$ cat src/rtl/sprite_ram_arbiter.sv
// Round-robin arbiter that shares one synchronous sprite frame RAM read port between NUM_REQ renderers.
// Define SPRITE_ARB_FIXED_PRIO_EN to use fixed priority (requester 0 highest) instead of round-robin.
module sprite_ram_arbiter #(
  parameter int NUM_REQ     = 3,
  parameter int ADDR_W      = 10,
  parameter int DATA_W      = 24,
  parameter int DEPTH       = 400,
  parameter int RAM_LATENCY = 1
) (
  input  logic                      Clk,
  input  logic                      Reset,
  input  logic [NUM_REQ-1:0]        req_valid,
  input  logic [NUM_REQ*ADDR_W-1:0] req_addr,
  output logic [NUM_REQ-1:0]        req_grant,
  output logic [ADDR_W-1:0]         ram_read_address,
  input  logic [DATA_W-1:0]         ram_data_in,
  output logic [NUM_REQ-1:0]        resp_valid,
  output logic [DATA_W-1:0]         resp_data,
  output logic                      resp_err
);

  localparam int PTR_W  = (NUM_REQ > 1) ? $clog2(NUM_REQ) : 1;
  // One tag stage for the address register plus RAM_LATENCY stages matching the RAM.
  localparam int STAGES = RAM_LATENCY + 1;

  logic [PTR_W-1:0]   w_idx;
  logic [PTR_W-1:0]   w_cand;
  logic               w_found;
  logic [NUM_REQ-1:0] w_grant;
  logic [ADDR_W-1:0]  w_gnt_addr;
  logic               w_oor;

  logic [ADDR_W-1:0]  r_addr;
  logic [NUM_REQ-1:0] r_tag_oh [STAGES];
  logic [STAGES-1:0]  r_tag_err;

`ifndef SPRITE_ARB_FIXED_PRIO_EN
  logic [PTR_W-1:0]   r_rr_ptr;
`endif

  always_comb begin
    w_idx   = '0;
    w_cand  = '0;
    w_found = 1'b0;
    for (int off = 0; off < NUM_REQ; off++) begin
`ifdef SPRITE_ARB_FIXED_PRIO_EN
      w_cand = PTR_W'(off);
`else
      w_cand = PTR_W'((int'(r_rr_ptr) + off) % NUM_REQ);
`endif
      if (!w_found && req_valid[w_cand]) begin
        w_found = 1'b1;
        w_idx   = w_cand;
      end
    end
    if (Reset) begin
      w_found = 1'b0;
    end
    w_grant = '0;
    if (w_found) begin
      w_grant[w_idx] = 1'b1;
    end
  end

  always_comb begin
    w_gnt_addr = req_addr[w_idx*ADDR_W +: ADDR_W];
    w_oor      = (32'(w_gnt_addr) >= DEPTH);
  end

  assign req_grant = w_grant;

`ifndef SPRITE_ARB_FIXED_PRIO_EN
  always_ff @(posedge Clk) begin
    if (Reset) begin
      r_rr_ptr <= '0;
    end else if (w_found) begin
      r_rr_ptr <= (w_idx == PTR_W'(NUM_REQ - 1)) ? '0 : w_idx + PTR_W'(1);
    end
  end
`endif

  // Out-of-range grants leave the address untouched so the RAM sees no new access.
  always_ff @(posedge Clk) begin
    if (Reset) begin
      r_addr    <= '0;
      r_tag_err <= '0;
      for (int s = 0; s < STAGES; s++) begin
        r_tag_oh[s] <= '0;
      end
    end else begin
      if (w_found && !w_oor) begin
        r_addr <= w_gnt_addr;
      end
      r_tag_oh[0]  <= w_grant;
      r_tag_err[0] <= w_found & w_oor;
      for (int s = 1; s < STAGES; s++) begin
        r_tag_oh[s]  <= r_tag_oh[s-1];
        r_tag_err[s] <= r_tag_err[s-1];
      end
    end
  end

  assign ram_read_address = r_addr;

  // Data is masked when idle or on error so the shared pixel bus stays zero.
  always_comb begin
    resp_valid = r_tag_oh[STAGES-1];
    resp_err   = r_tag_err[STAGES-1] & (|r_tag_oh[STAGES-1]);
    resp_data  = ((|r_tag_oh[STAGES-1]) && !r_tag_err[STAGES-1]) ? ram_data_in : '0;
  end

endmodule

$ cat config.mk
export PLATFORM = sky130hd
export DESIGN_NAME = sprite_ram_arbiter
export DESIGN_NICKNAME = d
export VERILOG_FILES = /design/src/rtl/sprite_ram_arbiter.sv
export SDC_FILE = /design/constraint.sdc
export NUM_CORES = 1
export LEC_CHECK = 0
export CAP_MARGIN = 20
export CORE_MARGIN = 1.5
export CORE_UTILIZATION = 42
export CTS_BUF_LIST = sky130_fd_sc_hd__clkbuf_16
export DETAILED_ROUTE_END_ITERATION = 16
export PLACE_DENSITY = 0.95
export SLEW_MARGIN = 40
export SYNTH_ARGS = -nofsm -noshare
export SYNTH_HDL_FRONTEND = slang
export SYNTH_SLANG_ARGS = --single-unit
$ cat constraint.sdc
create_clock -name Clk -period 8.1 [get_ports Clk]
set_input_delay 1.215 -clock Clk [delete_from_list [all_inputs] [get_ports Clk]]
set_output_delay 1.215 -clock Clk [all_outputs]
set_load 0.005 [all_outputs]
==> flow_summary.json, run 1 <==
{
  "drt_iter0_markers": 61,
  "ys_warn_count": 0,
  "startpoint_type": "input pin",
  "synth_seq_cells": 20,
  "slew_violations": 0,
  "die_area_um2": 4630,
  "slew_headroom": 0.551,
  "grt_use_total": 0.229,
  "totalWireLength_mm": 5.44,
  "ctsRootBufferMaster": "clkbuf_16",
  "ios": 100,
  "syn_avg_cell_area_um2": 8.51,
  "nets": 363,
  "h-tree-depth": 1,
  "die_w_um": 68.1,
  "layout-drive-gt1-share": 0.0870,
  "final-setup-viol-count": 0,
  "clock_path_buffers": 2,
  "syn_to_final_growth_pct": 59.4,
  "hold_buffers": 0,
  "finClkSkew_ns": 0.00289,
  "layout_commonest_cell": "clkdlybuf4s50_1",
  "yosysSeqAreaShare": 0.225,
  "synth-edff-count": 0,
  "die_h_um": 68.1,
  "synth.net_count": 272,
  "portBuffers": 99,
  "cts_buffers": 3,
  "fin_ws_ns": 3.37,
  "dp_slack_ns": 3.41,
  "grt_pass1_wl_mm": 7.90,
  "drt-wirelength-per-cell_um": 15.6,
  "rsz0062_at_grt": "false",
  "setup_tns_ns": 0,
  "crit_arrival_ns": 3.52,
  "syn_area_um2": 1780,
  "grt_antenna_before_repair": 0,
  "hold_viol": 0,
  "netlist_instances": 209,
  "synthArstFlopShare": 0,
  "hold_path.class": "reg2reg",
  "fin_crit_ns": 4.73,
  "outcome": "completed",
  "whs_ns": 0.448,
  "fin_util": 0.703,
  "finalCritPeriodShare": 0.585,
  "reg2regPathDepth": 9,
  "rows": 23,
  "dpl.hpwl_mm": 4.27,
  "worstPathRequired_ns": 6.88,
  "path_clk_slew_ns": 0.06,
  "p_leak_nw": 1.13,
  "irDropWorstVdd_v": 0.000168,
  "hold_depth": 1,
  "fmax_mhz": 211,
  "cts_sinks": 20,
  "crit_type": "in2out",
  "multi_input_area_um2": 1280,
  "power.density_nw_per_um2": 316,
  "final_cell_mix": "clkdlybuf4s50_1 (99), and2_1 (26), dfxtp_1 (20)",
  "vias": 1894,
  "worst_pin_slew_ns": 0.672,
  "drt-pass1-iter-count": 4,
  "clk_latency_ns": 0.25,
  "synth_top_flop_cell": "dfxtp_1",
  "ant_nets": 0,
  "nFillCells": 321,
  "cts_tree": "done",
  "first_global_vias": 1716,
  "place_congestion": 0.860,
  "dp.cells": 345,
  "post_cts_buffers": 0,
  "critPathCaptureType": "output pin",
  "start_util": 0.441,
  "drc": 0,
  "final-seq-area_um2": 400,
  "path_max_fanout": 7,
  "postCtsResizedCells": 0,
  "instances_no_fill": 349,
  "coreArea_um2": 4030,
  "antenna_cells": 0,
  "viasPerCell": 5.43,
  "grt_max_degree": 25,
  "grt-ovfl-total": 0,
  "max_cap_violations": 0,
  "synth.distinct_cells": 58
}
## kinds of logic after synthesis
| kind of cell | Yosys count | synth area share |
|---|---|---|
| adders and majority gates | 4 | 0.0282 |
| buffers and inverters | 19 | 0.0570 |
| muxes | 17 | 0.120 |
| AOI/OAI and AO/OA | 56 | 0.266 |
| DFF | 20 | 0.225 |
| and+or+nand+nor | 93 | 0.304 |
## through the flow
stage | power (mW) | instance area [µm²]
after global routing | 0.963 | 2830
after CTS | 0.898 | 2830
final | 0.896 | 2830
after floorplan | 0.599 | 1780
after global placement | 0.772 | 2750
after detailed placement | 0.790 | 2760
## cells in the mapped netlist (2+ instances only)
master / number / area [µm²]
and2_1: 26 / 163
nand3b_1: 2 / 15.0
and3b_1: 2 / 17.5
inv_1: 5 / 18.8
buf_4: 3 / 22.5
o21a_1: 4 / 30.0
dfxtp_1: 20 / 400
nand3_1: 2 / 10.0
nor2_1: 14 / 52.6
mux2_4: 6 / 90.1
buf_6: 2 / 22.5
a21oi_1: 8 / 40.0
clkbuf_1: 5 / 18.8
o21ai_0: 13 / 65.1
nor2b_1: 13 / 81.3
o21ai_1: 2 / 10.0
o211ai_1: 3 / 22.5
nand2b_1: 4 / 25.0
ha_1: 4 / 50.1
o21ai_2: 2 / 17.5
nor3_1: 5 / 25.0
o211a_1: 2 / 20.0
a41oi_1: 2 / 17.5
mux2i_1: 10 / 100
nand2_1: 14 / 52.6
a211o_1: 2 / 17.5
buf_2: 3 / 15.0
## layout make-up
| type | instances | share of cell area |
|---|---|---|
| Clock buffer | 3 | 0.0265 |
| Timing Repair Buffer | 99 | 0.350 |
| Tap cell | 50 | 0.0221 |
| Inverter | 6 | 0.00795 |
| Clock inverter | 1 | 0.00132 |
| Sequential cell | 20 | 0.141 |
| Multi-Input combinational cell | 170 | 0.451 |
## path summary, 6_finish.rpt
| check | startpoint | end | slack, ns |
|---|---|---|---|
| setup / recovery | req_valid[0] | req_grant[0] | 3.37 |
| hold / removal | r_tag_err[0]$_SDFF_PP0_ | r_tag_err[1]$_SDFF_PP0_ | 0.45 |
| setup reg to reg | r_rr_ptr[0]$_SDFFE_PP0P_ | ram_read_address[1]$_SDFFE_PP0P_ | 4.84 |
| hold reg to reg | r_tag_err[0]$_SDFF_PP0_ | r_tag_err[1]$_SDFF_PP0_ | 0.45 |
## sequential cells by signal (all words and copies together), names as in the netlist
| name | cells |
|---|---|
| ram_read_address | 10 |
| r_tag_oh | 6 |
| r_tag_err | 2 |
| r_rr_ptr | 2 |
## critical path, stage by stage
cell	delay, ns
clkdlybuf4s50_1	0.61
mux2i_4	0.15
o221ai_1	0.37
nor3_4	0.11
nor2_1	0.25
nand2_1	0.17
a21oi_1	0.14
clkdlybuf4s50_1	0.51
## metal layers
| metal | global-route usage | vias up | routed length, µm |
|---|---|---|---|
| li1 | - | 928 | - |
| met1 | 0.222 | 863 | 1920 |
| met2 | 0.447 | 88 | 2870 |
| met3 | 0.0444 | 15 | 488 |
| met4 | 0.123 | 0 | 157 |
| met5 | 0 | - | 0 |
## report_power, final
part	internal, mW	switching [mW]
clock network	0.0658	0.0367
registers	0.130	0.0160
logic	0.319	0.328
total	0.515	0.381
Note: power is estimated with default switching activity, not from simulation.
==> inputs of run 2 (changes only) <==
CORE_UTILIZATION = 39   (was 42)
PLACE_DENSITY = 0.92   (was 0.95)
clock period = 4.45 ns   (was 8.1 ns; I/O delays follow)
==> run 2 against run 1 <==
First-iteration DRC count is 34% lower. Largest power group unchanged. Register-to-register slack got worse by 3.6 ns. Non-clock buffer count rose by 1. Global-route usage is 1.9 points lower. Setup slack lost 2.5 ns. Flip-flop and latch count stayed put. Final area is 1.3% higher. Highest routed layer unchanged. Clock skew shrank 0.0011 ns. Combinational power is 82% higher. Via count shrank 0.32%. Count of clock-buffer cells in the layout unchanged. Worst hold slack got worse by 0.013 ns.
==> flow_summary.json, run 2 (synthesized netlist as in run 1, its figures left out) <==
{
  "crit_end": "req_grant[0]",
  "worstSetupStartpoint": "req_valid[1]",
  "slew_headroom": 0.584,
  "die_w_um": 70.5,
  "hold_buffers": 0,
  "r2r_end": "ram_read_address[8]$_SDFFE_PP0P_",
  "cts_buffers": 3,
  "crit_type": "in2out",
  "final-seq-area_um2": 400,
  "syn_to_final_growth_pct": 61.4,
  "nets": 364,
  "slew_violations": 0,
  "rows": 24,
  "die_h_um": 70.5,
  "drc": 0,
  "cts_tree": "done",
  "critPathCaptureType": "output pin",
  "hold_path.class": "reg2reg",
  "drt-pass1-iter-count": 4,
  "drt_iter0_markers": 40,
  "switching_share": 0.411,
  "hold_depth": 1,
  "p_leak_nw": 1.14,
  "grt-ovfl-total": 0,
  "ant_nets": 0,
  "cts_sinks": 20,
  "final_cell_mix": "clkdlybuf4s50_1 (99), and2_1 (26), dfxtp_1 (20)",
  "h-tree-depth": 1,
  "fin_util": 0.655,
  "fin_crit_ns": 3.60,
  "power.share.sequential": 0.157,
  "grt_max_degree": 25,
  "place_congestion": 0.867,
  "fin_ws_ns": 0.847,
  "post_cts_buffers": 0,
  "antenna_cells": 0,
  "nFillCells": 365,
  "power_mw": 1.69,
  "drt-wirelength-per-cell_um": 15.0,
  "final-setup-viol-count": 0,
  "fmax_mhz": 278,
  "totalWireLength_mm": 5.28,
  "die_area_um2": 4970,
  "max_cap_violations": 0,
  "startpoint_type": "input pin",
  "reg2reg_from": "r_rr_ptr[0]$_SDFFE_PP0P_",
  "switchingPower_mw": 0.694,
  "whs_ns": 0.435,
  "vias": 1888,
  "ctsRootBufferMaster": "clkbuf_16",
  "worstPathRequired_ns": 3.78,
  "p_comb_frac": 0.699,
  "dp_slack_ns": 0.881,
  "multi_input_area_um2": 1280,
  "largest_reg_flops": 10,
  "setup_tns_ns": 0,
  "layout-drive-gt1-share": 0.0933,
  "start_util": 0.406,
  "rsz0062_at_grt": "false",
  "power.density_nw_per_um2": 589,
  "grt_pass1_wl_mm": 8.49,
  "grt_use_total": 0.210,
  "clock_path_buffers": 2,
  "outcome": "completed",
  "r2r_slack_ns": 1.23,
  "worst_pin_slew_ns": 0.623,
  "irDropWorstVdd_v": 0.000242,
  "path_max_fanout": 7,
  "coreArea_um2": 4380,
  "finalCritPeriodShare": 0.810,
  "postCtsResizedCells": 0,
  "ios": 100,
  "layout_commonest_cell": "clkdlybuf4s50_1",
  "clkPwrFrac": 0.145,
  "first_global_vias": 1835,
  "hold_viol": 0,
  "reg2regPathDepth": 9,
  "portBuffers": 99,
  "finClkSkew_ns": 0.00182,
  "viasPerCell": 5.36,
  "grt_antenna_before_repair": 0,
  "p_int_mw": 0.996,
  "clk_latency_ns": 0.25,
  "crit_arrival_ns": 2.94,
  "dpl.hpwl_mm": 4.13,
  "path_clk_slew_ns": 0.05
}
## run 2: cell types whose count changed in the layout (fill, tap and decap cells not counted)
cell / delta
clkinv_1: -1
bufinv_16: +1
buf_4: +1
## run 2: through the flow
stage,area (µm²),cells
floorplan,1780,209
global placement,2760,348
detailed placement,2770,348
CTS,2870,352
global route,2870,352
finish,2870,352
## run 2: per-layer routing
layer  GRT usage  up-vias  share of wire
met5           0        -              0
met4      0.0769        0          0.024
met3      0.0274       11          0.054
met2       0.408       81           0.52
met1       0.228      868           0.40
li1            -      928              -
## run 2: worst min path at each step
stage / startpoint / end / slack (ns)
floorplan: r_tag_err[0]$_SDFF_PP0_ / r_tag_err[1]$_SDFF_PP0_ / 0.41
global route: r_tag_err[0]$_SDFF_PP0_ / r_tag_err[1]$_SDFF_PP0_ / 0.45
CTS: r_tag_err[0]$_SDFF_PP0_ / r_tag_err[1]$_SDFF_PP0_ / 0.44
detailed placement: r_tag_err[0]$_SDFF_PP0_ / r_tag_err[1]$_SDFF_PP0_ / 0.43
finish: r_tag_err[0]$_SDFF_PP0_ / r_tag_err[1]$_SDFF_PP0_ / 0.43
global placement: r_tag_err[0]$_SDFF_PP0_ / r_tag_err[1]$_SDFF_PP0_ / 0.42
## run 2: cell type report
cell class / count / share of cell area
Clock buffer: 3 / 0.0262
Multi-Input combinational cell: 170 / 0.446
Inverter: 6 / 0.00785
Sequential cell: 20 / 0.139
Tap cell: 52 / 0.0227
Timing Repair Buffer: 100 / 0.348
Clock inverter: 1 / 0.0105
## run 2: critical path, stage by stage
cell and delay [ns]:
clkdlybuf4s50_1 0.61, mux2i_4 0.15, o221ai_1 0.37, nor3_4 0.11
nor2_1 0.21, nand2_1 0.15, a21oi_1 0.14, clkdlybuf4s50_1 0.51
## run 2: power by group through the flow
| stage | registers, mW | logic, mW | clock network, mW |
|---|---|---|---|
| finish | 0.265 | 1.18 | 0.244 |
| global route | 0.270 | 1.28 | 0.253 |
| CTS | 0.265 | 1.18 | 0.245 |
| detailed placement | 0.267 | 1.17 | 0 |
| global placement | 0.263 | 1.14 | 0 |
| floorplan | 0.263 | 0.827 | 0 |
